$ cat config.mk
export PLATFORM = sky130hd
export DESIGN_NAME = unidad_control_segmentada
export DESIGN_NICKNAME = d
export VERILOG_FILES = /design/src/rtl/unidad_control_segmentada.sv
export SDC_FILE = /design/constraint.sdc
export NUM_CORES = 1
export LEC_CHECK = 0
export ABC_AREA = 0
export BUFFER_PORTS_ARGS = -buffer_cell sky130_fd_sc_hd__clkbuf_2
export CORE_MARGIN = 1.5
export CORE_UTILIZATION = 46
export DETAILED_ROUTE_END_ITERATION = 10
export GPL_ROUTABILITY_DRIVEN = 1
export GPL_TIMING_DRIVEN = 0
export HOLD_SLACK_MARGIN = 0.12
export MAX_ROUTING_LAYER = met4
export PLACE_DENSITY = 0.78
export RECOVER_POWER = 50
export SETUP_SLACK_MARGIN = 0.02
export SKIP_CTS_REPAIR_TIMING = 1
export SKIP_LAST_GASP = 1
export SLEW_MARGIN = 20
export SYNTH_ARGS = -nofsm -noshare
export SYNTH_HDL_FRONTEND = slang
export SYNTH_SLANG_ARGS = --single-unit
$ cat constraint.sdc
create_clock -name clk -period 1.7 [get_ports clk]
set_input_delay 0.085 -clock clk [delete_from_list [all_inputs] [get_ports clk]]
set_output_delay 0.085 -clock clk [all_outputs]
set_load 0.02 [all_outputs]
$ cat src/rtl/unidad_control_segmentada.sv
// Pipelined MIPS control unit: ID decode, ID/EX-EX/MEM-MEM/WB control
// registers, load-use stall detection, branch flush and stall counter.
module unidad_control_segmentada #(
  parameter int OP_W      = 6,
  parameter int ALUOP_W   = 3,
  parameter int REG_W     = 5,
  parameter int CNT_W     = 16,
  parameter bit HAZARD_EN = 1'b1
) (
  input  logic               clk,
  input  logic               reset,
  input  logic [OP_W-1:0]    op,
  input  logic [REG_W-1:0]   id_rs,
  input  logic [REG_W-1:0]   id_rt,
  input  logic               flush,
  output logic [ALUOP_W+1:0] ex_ctrl,
  output logic [2:0]         m_ctrl,
  output logic [1:0]         wb_ctrl,
  output logic               jump_n,
  output logic               pc_write,
  output logic               ifid_write,
  output logic               illegal,
  output logic [CNT_W-1:0]   stall_cnt
);

  localparam logic [OP_W-1:0] OP_R    = OP_W'(6'b000000);
  localparam logic [OP_W-1:0] OP_LW   = OP_W'(6'b100011);
  localparam logic [OP_W-1:0] OP_SW   = OP_W'(6'b101011);
  localparam logic [OP_W-1:0] OP_BEQ  = OP_W'(6'b000100);
  localparam logic [OP_W-1:0] OP_ADDI = OP_W'(6'b001000);
  localparam logic [OP_W-1:0] OP_ANDI = OP_W'(6'b001100);
  localparam logic [OP_W-1:0] OP_ORI  = OP_W'(6'b001101);
  localparam logic [OP_W-1:0] OP_SLTI = OP_W'(6'b001010);
  localparam logic [OP_W-1:0] OP_J    = OP_W'(6'b000010);

  logic [1:0]         d_wb;
  logic [2:0]         d_m;
  logic               d_src;
  logic [2:0]         d_alu;
  logic               d_dst;
  logic [ALUOP_W+1:0] d_ex;

  logic [2:0]         idex_m;
  logic [1:0]         idex_wb;
  logic [REG_W-1:0]   idex_rt;
  logic               idex_memread;
  logic [1:0]         exmem_wb;

  logic               hazard;
  logic               stall;

  // Opcode decode; unknown opcodes yield an all-zero bundle
  always_comb begin
    d_wb    = 2'b00;
    d_m     = 3'b000;
    d_src   = 1'b0;
    d_alu   = 3'b000;
    d_dst   = 1'b0;
    jump_n  = 1'b1;
    illegal = 1'b0;
    unique case (op)
      OP_R:    begin d_wb = 2'b10; d_alu = 3'b010; d_dst = 1'b1; end
      OP_LW:   begin d_wb = 2'b11; d_m = 3'b010; d_src = 1'b1; end
      OP_SW:   begin d_m = 3'b100; d_src = 1'b1; end
      OP_BEQ:  begin d_m = 3'b001; d_alu = 3'b001; end
      OP_ADDI: begin d_wb = 2'b10; d_src = 1'b1; d_alu = 3'b011; end
      OP_ANDI: begin d_wb = 2'b10; d_src = 1'b1; d_alu = 3'b100; end
      OP_ORI:  begin d_wb = 2'b10; d_src = 1'b1; d_alu = 3'b101; end
      OP_SLTI: begin d_wb = 2'b10; d_src = 1'b1; d_alu = 3'b110; end
      OP_J:    jump_n = 1'b0;
      default: illegal = 1'b1;
    endcase
    d_ex = {d_src, ALUOP_W'(d_alu), d_dst};
  end

  // Load-use detection; a taken branch overrides the stall
  always_comb begin
    hazard = HAZARD_EN && idex_memread && (idex_rt != '0) &&
             ((idex_rt == id_rs) || (idex_rt == id_rt));
    stall      = hazard && !flush;
    pc_write   = !stall;
    ifid_write = !stall;
  end

  assign idex_memread = idex_m[1];

  // Control pipeline: reset > flush > stall > normal advance
  always_ff @(posedge clk) begin
    if (reset) begin
      ex_ctrl   <= '0;
      idex_m    <= '0;
      idex_wb   <= '0;
      idex_rt   <= '0;
      m_ctrl    <= '0;
      exmem_wb  <= '0;
      wb_ctrl   <= '0;
      stall_cnt <= '0;
    end else if (flush) begin
      ex_ctrl  <= '0;
      idex_m   <= '0;
      idex_wb  <= '0;
      idex_rt  <= '0;
      m_ctrl   <= '0;
      exmem_wb <= '0;
      wb_ctrl  <= exmem_wb;
    end else if (stall) begin
      ex_ctrl  <= '0;
      idex_m   <= '0;
      idex_wb  <= '0;
      idex_rt  <= '0;
      m_ctrl   <= idex_m;
      exmem_wb <= idex_wb;
      wb_ctrl  <= exmem_wb;
      if (stall_cnt != '1)
        stall_cnt <= stall_cnt + CNT_W'(1);
    end else begin
      ex_ctrl  <= d_ex;
      idex_m   <= d_m;
      idex_wb  <= d_wb;
      idex_rt  <= id_rt;
      m_ctrl   <= idex_m;
      exmem_wb <= idex_wb;
      wb_ctrl  <= exmem_wb;
    end
  end

endmodule

Word-level counts from Yosys, hierarchy flattened

Cells that the tools add are included.

Register bits: 38
Bits of input ports: 19

$add $sub $neg: 1
Equality and inequality tests: 11
Mux-type cells: 7
Bitwise gates (word level): 1
Reductions and logical operators: 14

Operator list:

| cell                    | count |
|---|---|
| $eq A6 B4 Y1 const B    | 4 |
| $pmux W3 S6             | 1 |
| $add A16 B1 Y16 const B | 1 |
| $ne A16 B16 Y1 const B  | 1 |
| $eq A6 B6 Y1 const B    | 2 |
| $eq A5 B5 Y1            | 2 |
| $pmux W3 S3             | 1 |
| $reduce_or A9 Y1        | 1 |
| $eq A6 B2 Y1 const B    | 1 |
| $eq A6 B3 Y1 const B    | 1 |
| $logic_not A6 Y1        | 1 |
| $reduce_or A6 Y1        | 1 |
| $reduce_bool A5 Y1      | 1 |
| $reduce_or A5 Y1        | 1 |
| $mux W1                 | 4 |
| $pmux W2 S2             | 1 |
| $logic_and A1 B1 Y1     | 3 |
| $reduce_and A3 Y1       | 1 |
| $reduce_or A3 Y1        | 1 |
| $logic_not A1 Y1        | 2 |
| $reduce_or A2 Y1        | 1 |
| $logic_or A1 B1 Y1      | 1 |
| $not A1 Y1              | 1 |

Longest topological paths before layout

Gate-level depths: netlist of run 1.

Word-level depth: 5
Gate-level depth with buffers: 8
Depth with buffers taken out: 6

Worst setup path after synthesis of run 1

Ideal clock, no wire load.

Path type: register to register
Start point: reg stall_cnt[0]
End point: reg stall_cnt[15]
Arrival: 1.782 ns
Data required time: 1.577 ns
Slack: -0.205 ns
Stages on the path, launching flop included: 8
Buffers on the path: 1
Period minus slack after synthesis: 1.905 ns
Path through: dfxtp_1 -> ha_1 -> and4_1 -> nand2_2 -> o21ai_2 -> buf_2 -> nor4_1 -> mux2_1

Word-level cells in the longest chain between the ends: 2
Elaborated cells between the ends (all ways): 3
Those cells by class: add/sub (1); eq/ne (1); reduce/logical (1)

Ends and longest elaborated chain:

| item                                                                    | RTL line | source |
|---|---|---|
| start: declaration                                                      | 23       | `output logic [CNT_W-1:0] stall_cnt` |
| start signal: assignment                                                | 115      | `stall_cnt <= stall_cnt + CNT_W'(1);` |
| parallel branches: the longest is 2 deep, another holds $add A16 B1 Y16 | -        |  |

Several ways; the timed one is not identified.
A chain may end at the register's enable or synchronous reset.

Worst setup path after layout of run 1

Start point: reg idex_rt[4]
End point: out pc_write

Word-level cells in the longest chain between the ends: 5
Elaborated cells between the ends (all ways): 8
Those cells by class: eq/ne (2); reduce/logical (6)

Ends and longest elaborated chain:

| item                                                             | RTL line | source |
|---|---|---|
| start: declaration                                               | 45       | `logic [REG_W-1:0] idex_rt;` |
| start signal: assignment                                         | 120      | `idex_rt <= id_rt;` |
| $eq A5 B5 Y1 / $reduce_bool A5 Y1 (equally long branches)        | 79, 78   |  |
| $logic_or A1 B1 Y1 / $logic_and A1 B1 Y1 (equally long branches) | 79, 78   |  |
| $logic_and A1 B1 Y1 *                                            | 78       | `hazard = HAZARD_EN && idex_memread && (idex_rt != '0) &&` |
| $logic_and A1 B1 Y1 *                                            | 80       | `stall = hazard && !flush;` |
| $logic_not A1 Y1 *                                               | 81       | `pc_write = !stall;` |
| end: declaration                                                 | 20       | `output logic pc_write,` |

Mark *: on every way between the ends. The rest lies on a longest branch, timed or not.

==> impl_metrics.ini, run 1 <==
[status]
status = finished, violations left
violations = setup timing

[synth]
syn_area_um2 = 1790
synth_top_cells_by_area = sky130_fd_sc_hd__dfxtp_1, sky130_fd_sc_hd__xor2_1, sky130_fd_sc_hd__a21oi_1, sky130_fd_sc_hd__nor2_1, sky130_fd_sc_hd__or4_1
yosys_register_bits = 38
synth.net_count = 221
post-synth-top-area-fraction_pct = 42.5
post-synth-top-count-cell = sky130_fd_sc_hd__dfxtp_1
synth_cell_types = 44
post_synth_inst_count = 201
asyncSetResetFlopFracSynth_pct = 0
synth_enable_flop_cells = 0
post_synth.cell_area_avg_um2 = 8.91
synth_top_cells_by_count = sky130_fd_sc_hd__dfxtp_1, sky130_fd_sc_hd__nor2_1, sky130_fd_sc_hd__a21oi_1
synth_largest_area_cell = sky130_fd_sc_hd__dfxtp_1
yosys_warnings = 0
ys_seq_area_share_pct = 42.5
ys_flop_type = sky130_fd_sc_hd__dfxtp_1

[drt]
dr_total_vias = 1795
post_drt_wl_per_cell_um = 15.2
drt-pass1-iter-count = 4
routed_via_density = 5.61
drc_errors = 0
drt.antenna.violating_nets = 0
detail_route.iter0.violations = 135
wl_mm = 4.87

[setup_path]
critPathRequiredTime_ns = 1.62
highest_delay_cell_along_the_critical_path = sky130_fd_sc_hd__dfxtp_2
critical_path.most_common_cell = sky130_fd_sc_hd__buf_6
critical_path.startpoint_type = register
critical_path_buf_inv_count = 3
cpLargestDelayFamily = buffers and inverters
crit_arrival_ns = 1.75
end_kind = output pin
timing.critical_path.cells = xor2_1, nor3_2, a22oi_2, buf_6, nand2b_4, buf_6, buf_6
criticalPathCategory = register to output pin
critical_path.max_stage_delay_ns = 0.36
critical_path.max_fanout = 7

[finish]
layout.filler_cells = 276
finish.net_count = 292
num_antenna_cells = 0
layout-area-overhead-vs-synth_pct = 48.9
layoutNonFillerInstCount = 320
area_taken_by_flip_flops_and_latches_um2 = 785
post_route_cells_drive_above_1_share_pct = 41.5
multi_input_comb_area_um2 = 1220

[sta]
final_max_slew_viol_count = 0
report.final.hold_viol_count = 0
setup_repair_after_global_routing_missed_its_margin = yes
worst_slew_pin_slew_ns = 0.590
fmaxAchievable_mhz = 546
finalCritPeriodShare_pct = 108
fin_skew_ns = 0.0109
post-route-worst-setup-slack_ns = -0.132
finalWorstPathRequiredPeriod_ns = 1.83
setup_violations = 21
setup_tns_ns = -1.17
maxSlewHeadroom_pct = 60.7

[clock_tree]
cts_tree = yes
clock_insertion_delay_worst_skew_ns = 0.29
cts_inserted_buffers = 5
ctsRootBufferMaster = sky130_fd_sc_hd__clkbuf_8
h-tree-depth = 2
clkSlewWorstSetupHoldPaths_ns = 0.07
cts.sinks = 38
cts-root-to-sink-buffers = 2

[global_route]
wire_length_of_the_first_global_routing_pass_mm = 6.63
use_met1_pct = 25.0
use_met3_pct = 3.94
grt_max_degree = 12
grt_use_total_pct = 20.5
met2_layer_usage_reported_by_global_route_pct = 31.8
grt_overflow_total = 0
grt_most_used_layer = met2
first_global_vias = 1561
antenna_found_initial = 0

[floorplan]
dieWidth_um = 65.4
row_count = 22
ios = 49
die-area_um2 = 4280
initial_core_util_pct = 48.6
die_height_um = 65.4
core_region_area_um2 = 3690

[power]
leakagePower_nw = 1.03
vdd_ir_drop_max_uv = 476
cellPowerDensity_nw_per_um2 = 676

[worst_hold_path]
worst_hold_path_type = input pin to register

[placement]
dp_hpwl_mm = 2.80
place.port_buffers = 44
gp_congestion = 0.877
placed_cells = 293

[run]
cap_violations = 0
-- layout by cell type (no fill, tap or decap), types with 4 or more instances in the layout --
cell type / instances
sky130_fd_sc_hd__and3_1: 6
sky130_fd_sc_hd__or4_1: 6
sky130_fd_sc_hd__clkbuf_8: 6
sky130_fd_sc_hd__nor3_2: 4
sky130_fd_sc_hd__inv_1: 5
sky130_fd_sc_hd__nand2b_1: 5
sky130_fd_sc_hd__dfxtp_2: 10
sky130_fd_sc_hd__a21oi_2: 5
sky130_fd_sc_hd__xor2_1: 8
sky130_fd_sc_hd__nor2_1: 17
sky130_fd_sc_hd__nand2_1: 10
sky130_fd_sc_hd__buf_6: 5
sky130_fd_sc_hd__o31ai_2: 8
sky130_fd_sc_hd__dfxtp_1: 25
sky130_fd_sc_hd__and2_1: 4
sky130_fd_sc_hd__clkbuf_1: 23
sky130_fd_sc_hd__nor2b_1: 6
sky130_fd_sc_hd__clkbuf_2: 25
sky130_fd_sc_hd__a21oi_1: 9
sky130_fd_sc_hd__dlygate4sd3_1: 6
sky130_fd_sc_hd__buf_4: 12
-- per-layer routing --
metal | up-vias | wire length [µm]
met5 | - | 0
met4 | 0 | 112
met3 | 14 | 285
met2 | 75 | 2450
met1 | 836 | 2030
li1 | 870 | -
-- flip-flops by register name (all words and copies together) (netlist names) --
| register | cells |
|---|---|
| stall_cnt | 16 |
| wb_ctrl | 2 |
| ex_ctrl | 5 |
| idex_rt | 5 |
| exmem_wb | 2 |
| idex_wb | 2 |
| m_ctrl | 3 |
| idex_m | 3 |
-- worst register-to-register path, delay by kind of cell, from the launching register on --
family          cells  cell delay, ns
compound gates      3            0.61
xor+xnor            1            0.15
buf+inv             2            0.38
flops               1            0.37
simple gates        1            0.19
-- final timing paths --
check	cells past startpoint	slack, ns	start	to
max	7	-0.13	idex_rt[4]	pc_write
min	3	0.12	op[5]	ex_ctrl[1]
max reg2reg	7	-0.13	idex_rt[0]	stall_cnt[5]
min reg2reg	1	0.42	idex_wb[0]	exmem_wb[0]
-- cells by family (layout without fill, tap and decap cells) --
kind of cell               Yosys count  in the layout  share of synthesized area [%]
and+or+nand+nor                     92             92                           30.2
DFF                                 38             38                           42.5
AOI/OAI and AO/OA                   35             35                           12.8
buffers and inverters               18             89                           4.82
xor gates and xnor gates            11             11                           5.38
muxes                                6              6                           3.63
adders and majority gates            1              1                          0.698
-- power by group --
| part | total (mW) | switching [mW] | internal [mW] |
|---|---|---|---|
| sequential | 0.899 | 0.00681 | 0.893 |
| clock | 0.722 | 0.312 | 0.410 |
| combinational | 0.181 | 0.107 | 0.0747 |
-- through the flow --
| step | setup WS [ns] | area, µm² | hold slack (ns) | total power, mW | utilization [%] |
|---|---|---|---|---|---|
| after floorplan | -0.0335 | 1850 | 0.164 | 1.01 | - |
| after global placement | -0.115 | 2130 | 0.338 | 1.06 | 57.7 |
| after detailed placement | -0.125 | 2130 | 0.342 | 1.06 | 57.7 |
| after CTS | -0.364 | 2240 | 0.0456 | 1.76 | 60.6 |
| after global routing | -0.223 | 2670 | 0.172 | 1.87 | 72.3 |
| final | -0.132 | 2670 | 0.117 | 1.80 | 72.3 |
-- cell type report --
type                       count  share of cell area [%]
tap                           48                    2.25
buffer                        13                    3.42
multi-input combinational    145                    45.7
inverter                       5                   0.704
clock buffer                   7                    4.03
sequential                    38                    29.4
timing repair buffer          64                    14.4
Power figures use the tool's default switching activity.
==> run 2, diff against run 1 <==
- CORE_UTILIZATION: 46 -> 51
- PLACE_DENSITY: 0.78 -> 0.82
- clock period: 1.7 -> 1.9 ns (I/O delays scaled with it)
==> impl_metrics.ini, run 2 (same netlist as run 1, synthesis figures left out) <==
[drt]
route.top_layer_used = met4
post_drt_wl_per_cell_um = 14.5
routed_via_density = 5.71
detail_route.iter0.violations = 183
met3WireLength_um = 218
wl_mm = 4.51
drc_errors = 0
met2_length_mm = 2.22
met1_length_mm = 1.98
drt.antenna.violating_nets = 0
drt-pass1-iter-count = 4
dr_total_vias = 1775

[power]
cellPowerDensity_nw_per_um2 = 571
switching_share_pct = 25.8
vdd_ir_drop_max_uv = 327
power_frac_clock_pct = 28.8
combPwrFrac_pct = 11.2
power_switching_mw = 0.346
pwr-share-seq_pct = 60.0
p_int_mw = 0.997
leakagePower_nw = 0.906

[sta]
post-route-worst-setup-slack_ns = 0.0399
final_max_slew_viol_count = 0
maxSlewHeadroom_pct = 65.4
worst_slew_pin_slew_ns = 0.519
fmaxAchievable_mhz = 538
finalCritPeriodShare_pct = 97.9
setup_violations = 0
finalWorstPathRequiredPeriod_ns = 1.86
fin_skew_ns = 0.0101
report.final.hold_viol_count = 0

[worst_hold_path]
worst_hold_path_type = input pin to register

[status]
status = finished clean

[global_route]
grt_overflow_total = 0
wire_length_of_the_first_global_routing_pass_mm = 6.60
grt_max_degree = 12
first_global_vias = 1484
antenna_found_initial = 0
grt_use_total_pct = 21.6

[finish]
leading_cell_types_in_the_layout_fill_and_taps_excluded = sky130_fd_sc_hd__clkbuf_1, sky130_fd_sc_hd__dfxtp_1, sky130_fd_sc_hd__nor2_1
layoutNonFillerInstCount = 311
layout-area-overhead-vs-synth_pct = 31.3
flip_flop_count_of_the_largest_register_after_layout = 16
layout_top_registers = stall_cnt: 16 flops, ex_ctrl: 5 flops, idex_rt: 5 flops
largest_register = stall_cnt
post_route_cells_drive_above_1_share_pct = 24.5
num_antenna_cells = 0
finish.net_count = 285

[placement]
placed_cells = 291
dp_hpwl_mm = 2.71
place_ws_ns = -0.113
gp_congestion = 0.805
place.port_buffers = 44

[clock_tree]
cts_tree = yes
cts_inserted_buffers = 5
clock_insertion_delay_worst_skew_ns = 0.34
cts-root-to-sink-buffers = 2
cts.sinks = 38
clkSlewWorstSetupHoldPaths_ns = 0.11
ctsRootBufferMaster = sky130_fd_sc_hd__clkbuf_4
h-tree-depth = 2

[run]
cap_violations = 0

[floorplan]
ios = 49
core_region_area_um2 = 3360
dieWidth_um = 62.3
die_height_um = 62.3
row_count = 21
die-area_um2 = 3880
initial_core_util_pct = 53.3

[setup_path]
critical_path.max_fanout = 7
crit_arrival_ns = 2.10
criticalPathCategory = input pin to register
critPathRequiredTime_ns = 2.14
critical_path.startpoint_type = input pin
end_kind = register
## run 2: final cells by class
class | instances | area, µm²
flip-flops and latches | 38 | 776
repair buffers | 58 | 314
clock inverters | 2 | 10.0
inverters | 5 | 18.8
multi-input cells | 145 | 1060
well taps | 46 | 57.6
plain buffers | 12 | 76.3
fillers | 296 | 1010
clock buffers | 5 | 37.5
## run 2: worst paths after layout
check	from	end	slack, ns	depth (start not counted)
worst max-delay path	id_rt[1]	stall_cnt[15]	0.04	9
worst max register to register	stall_cnt[1]	stall_cnt[10]	0.07	7
worst min register to register	idex_wb[0]	exmem_wb[0]	0.43	1
worst min-delay path	op[4]	ex_ctrl[4]	0.13	2
## run 2: metrics by stage
stage / hold WS [ns] / total power [mW] / cell area [µm²] / utilization [%] / TNS, ns
2_1_floorplan: 0.174 / 0.907 / 1790 / - / 0
5_1_grt: 0.133 / 1.41 / 2350 / 69.9 / -0.0912
3_5_place_dp: 0.350 / 0.948 / 2070 / 61.6 / -0.910
4_1_cts: -0.00707 / 1.33 / 2120 / 63.0 / -1.53
6_report: 0.134 / 1.34 / 2350 / 69.9 / 0
3_3_place_gp: 0.348 / 0.946 / 2070 / 61.6 / -0.931
## run 2: metal layers
metal / vias to the layer above / global-route usage [%]
li1: 856 / -
met1: 838 / 27.3
met2: 71 / 33.6
met3: 10 / 4.53
met4: 0 / 9.44
met5: - / -
## run 2: power groups by stage
stage	clock network, mW	registers (mW)	logic, mW
after global placement	0	0.825	0.121
after detailed placement	0	0.826	0.123
after global routing	0.441	0.807	0.165
after floorplan	0	0.826	0.0807
after CTS	0.395	0.807	0.124
final	0.387	0.806	0.150
## run 2: critical path, cell delays in order
cell,delay [ns]
sky130_fd_sc_hd__dlygate4sd3_1,0.53
sky130_fd_sc_hd__clkbuf_2,0.12
sky130_fd_sc_hd__xor2_1,0.16
sky130_fd_sc_hd__nor3_2,0.22
sky130_fd_sc_hd__a22oi_2,0.10
sky130_fd_sc_hd__buf_6,0.15
sky130_fd_sc_hd__buf_4,0.15
sky130_fd_sc_hd__nor4_4,0.25
sky130_fd_sc_hd__mux2_4,0.32
==> run 3, diff against run 2 <==
--- a/config.mk
+++ b/config.mk
@@ -11,5 +11,4 @@
 export CORE_UTILIZATION = 51
 export DETAILED_ROUTE_END_ITERATION = 10
-export GPL_ROUTABILITY_DRIVEN = 1
 export GPL_TIMING_DRIVEN = 0
 export HOLD_SLACK_MARGIN = 0.12
==> constraint.sdc (replaced) <==
create_clock -name clk -period 1.9 [get_ports clk]
set_input_delay 0.285 -clock clk [delete_from_list [all_inputs] [get_ports clk]]
set_output_delay 0.285 -clock clk [all_outputs]
set_load 0.02 [all_outputs]
==> impl_metrics.ini, run 3 (same netlist as run 1, synthesis figures left out) <==
[finish]
final_area_um2 = 2260
post_route_cells_drive_above_1_share_pct = 26.2
layout_top_registers = stall_cnt: 16 flops, ex_ctrl: 5 flops, idex_rt: 5 flops
layout.filler_cells = 311
flip_flop_count_of_the_largest_register_after_layout = 16
layout.cells.most_common = sky130_fd_sc_hd__dfxtp_1
num_antenna_cells = 0
layout-area-overhead-vs-synth_pct = 26.3
finish.net_count = 280
largest_register = stall_cnt
leading_cell_types_in_the_layout_fill_and_taps_excluded = sky130_fd_sc_hd__dfxtp_1, sky130_fd_sc_hd__clkbuf_1, sky130_fd_sc_hd__nor2_1, sky130_fd_sc_hd__clkbuf_2, sky130_fd_sc_hd__a21oi_1

[floorplan]
die-area_um2 = 3880
initial_core_util_pct = 53.3
dieWidth_um = 62.3
ios = 49
row_count = 21
die_height_um = 62.3
core_region_area_um2 = 3360

[worst_hold_path]
worst_hold_path_type = input pin to register

[status]
violations = setup timing
status = finished, violations left

[placement]
post_placement_cell_area_um2 = 2070
place.port_buffers = 44
place_ws_ns = -0.113
dp_hpwl_mm = 2.71
gp_congestion = 0.805

[clock_tree]
h-tree-depth = 2
cts_inserted_buffers = 5
clkSlewWorstSetupHoldPaths_ns = 0.11
clock_insertion_delay_worst_skew_ns = 0.35
cts.sinks = 38
cts_tree = yes
ctsRootBufferMaster = sky130_fd_sc_hd__clkbuf_4
cts-root-to-sink-buffers = 2

[setup_path]
critical_path.startpoint_type = register
critical_path_buf_inv_count = 3
critical_path.max_fanout = 6
highest_delay_cell_along_the_critical_path = sky130_fd_sc_hd__dfxtp_2
critical_path.most_common_cell = sky130_fd_sc_hd__buf_6
timing.critical_path.cells = xor2_1, nor3_2, a22oi_2, buf_6, nand2b_4, buf_6, buf_6
end_kind = output pin
critPathRequiredTime_ns = 1.62
cpLargestDelayFamily = buffers and inverters
criticalPathCategory = register to output pin
critical_path.max_stage_delay_ns = 0.36
crit_arrival_ns = 1.71

[global_route]
first_global_vias = 1484
grt_max_degree = 12
wire_length_of_the_first_global_routing_pass_mm = 6.60
grt_overflow_total = 0
antenna_found_initial = 0
grt_use_total_pct = 21.6

[drt]
detail_route.iter0.violations = 138
post_drt_wl_per_cell_um = 14.1
drt.antenna.violating_nets = 0
routed_via_density = 5.62
drt-pass1-iter-count = 4
drc_errors = 0
dr_total_vias = 1719
wl_mm = 4.31

[sta]
finalWorstPathRequiredPeriod_ns = 2.00
fin_skew_ns = 0.00933
finalCritPeriodShare_pct = 105
maxSlewHeadroom_pct = 64.5
worst_slew_pin_slew_ns = 0.533
post-route-worst-setup-slack_ns = -0.0990
report.final.hold_viol_count = 0
fmaxAchievable_mhz = 500
setup_repair_after_global_routing_missed_its_margin = yes
final_max_slew_viol_count = 0
setup_violations = 2

[power]
leakagePower_nw = 0.822
vdd_ir_drop_max_uv = 330
cellPowerDensity_nw_per_um2 = 591

[run]
cap_violations = 0
run 3: routing by layer:
layer / wire length, µm / track usage, % / vias to the layer above
met1: 1960 / 27.3 / 807
li1: - / - / 845
met4: 71 / 9.44 / 0
met5: 0 / - / -
met2: 2050 / 33.6 / 59
met3: 228 / 4.53 / 8
run 3: through the flow:
| step | cells | hold slack [ns] | util (%) | total power, mW | setup TNS [ns] |
|---|---|---|---|---|---|
| after floorplan | 201 | 0.364 | - | 0.907 | 0 |
| after global placement | 291 | 0.412 | 61.6 | 0.946 | -0.931 |
| after detailed placement | 291 | 0.420 | 61.6 | 0.948 | -0.910 |
| after CTS | 298 | 0.183 | 63.0 | 1.33 | -1.91 |
| after global routing | 306 | 0.194 | 67.3 | 1.40 | -0.423 |
| final | 306 | 0.201 | 67.3 | 1.34 | -0.154 |
run 3: final cells by class:
cell class	count	area, µm²	share of cell area, %
inverters	5	18.8	0.829
clock buffers	5	37.5	1.66
well taps	46	57.6	2.54
plain buffers	13	86.3	3.81
repair buffers	52	255	11.3
flip-flops and latches	38	773	34.2
multi-input cells	145	1020	45.3
clock inverters	2	10.0	0.442
run 3: final timing paths:
check,cells past startpoint,to,from,slack (ns)
setup / recovery,7,pc_write,idex_rt[4],-0.1
hold / removal,2,idex_rt[1],id_rt[1],0.20
setup reg to reg,7,stall_cnt[10],stall_cnt[1],0.04
hold reg to reg,1,exmem_wb[0],idex_wb[0],0.44
run 3: power by group:
part	internal (mW)	switching [mW]
clock	0.133	0.259
combinational	0.0577	0.0816
sequential	0.801	0.00606
run 3: worst reg2reg max path, stage by stage (launching register included):
cell and delay [ns]:
sky130_fd_sc_hd__dfxtp_1 0.43, sky130_fd_sc_hd__ha_2 0.24, sky130_fd_sc_hd__and4_4 0.24, sky130_fd_sc_hd__nand2_2 0.08, sky130_fd_sc_hd__buf_4 0.15, sky130_fd_sc_hd__nor2_1 0.09, sky130_fd_sc_hd__or4b_1 0.43, sky130_fd_sc_hd__a21oi_1 0.15
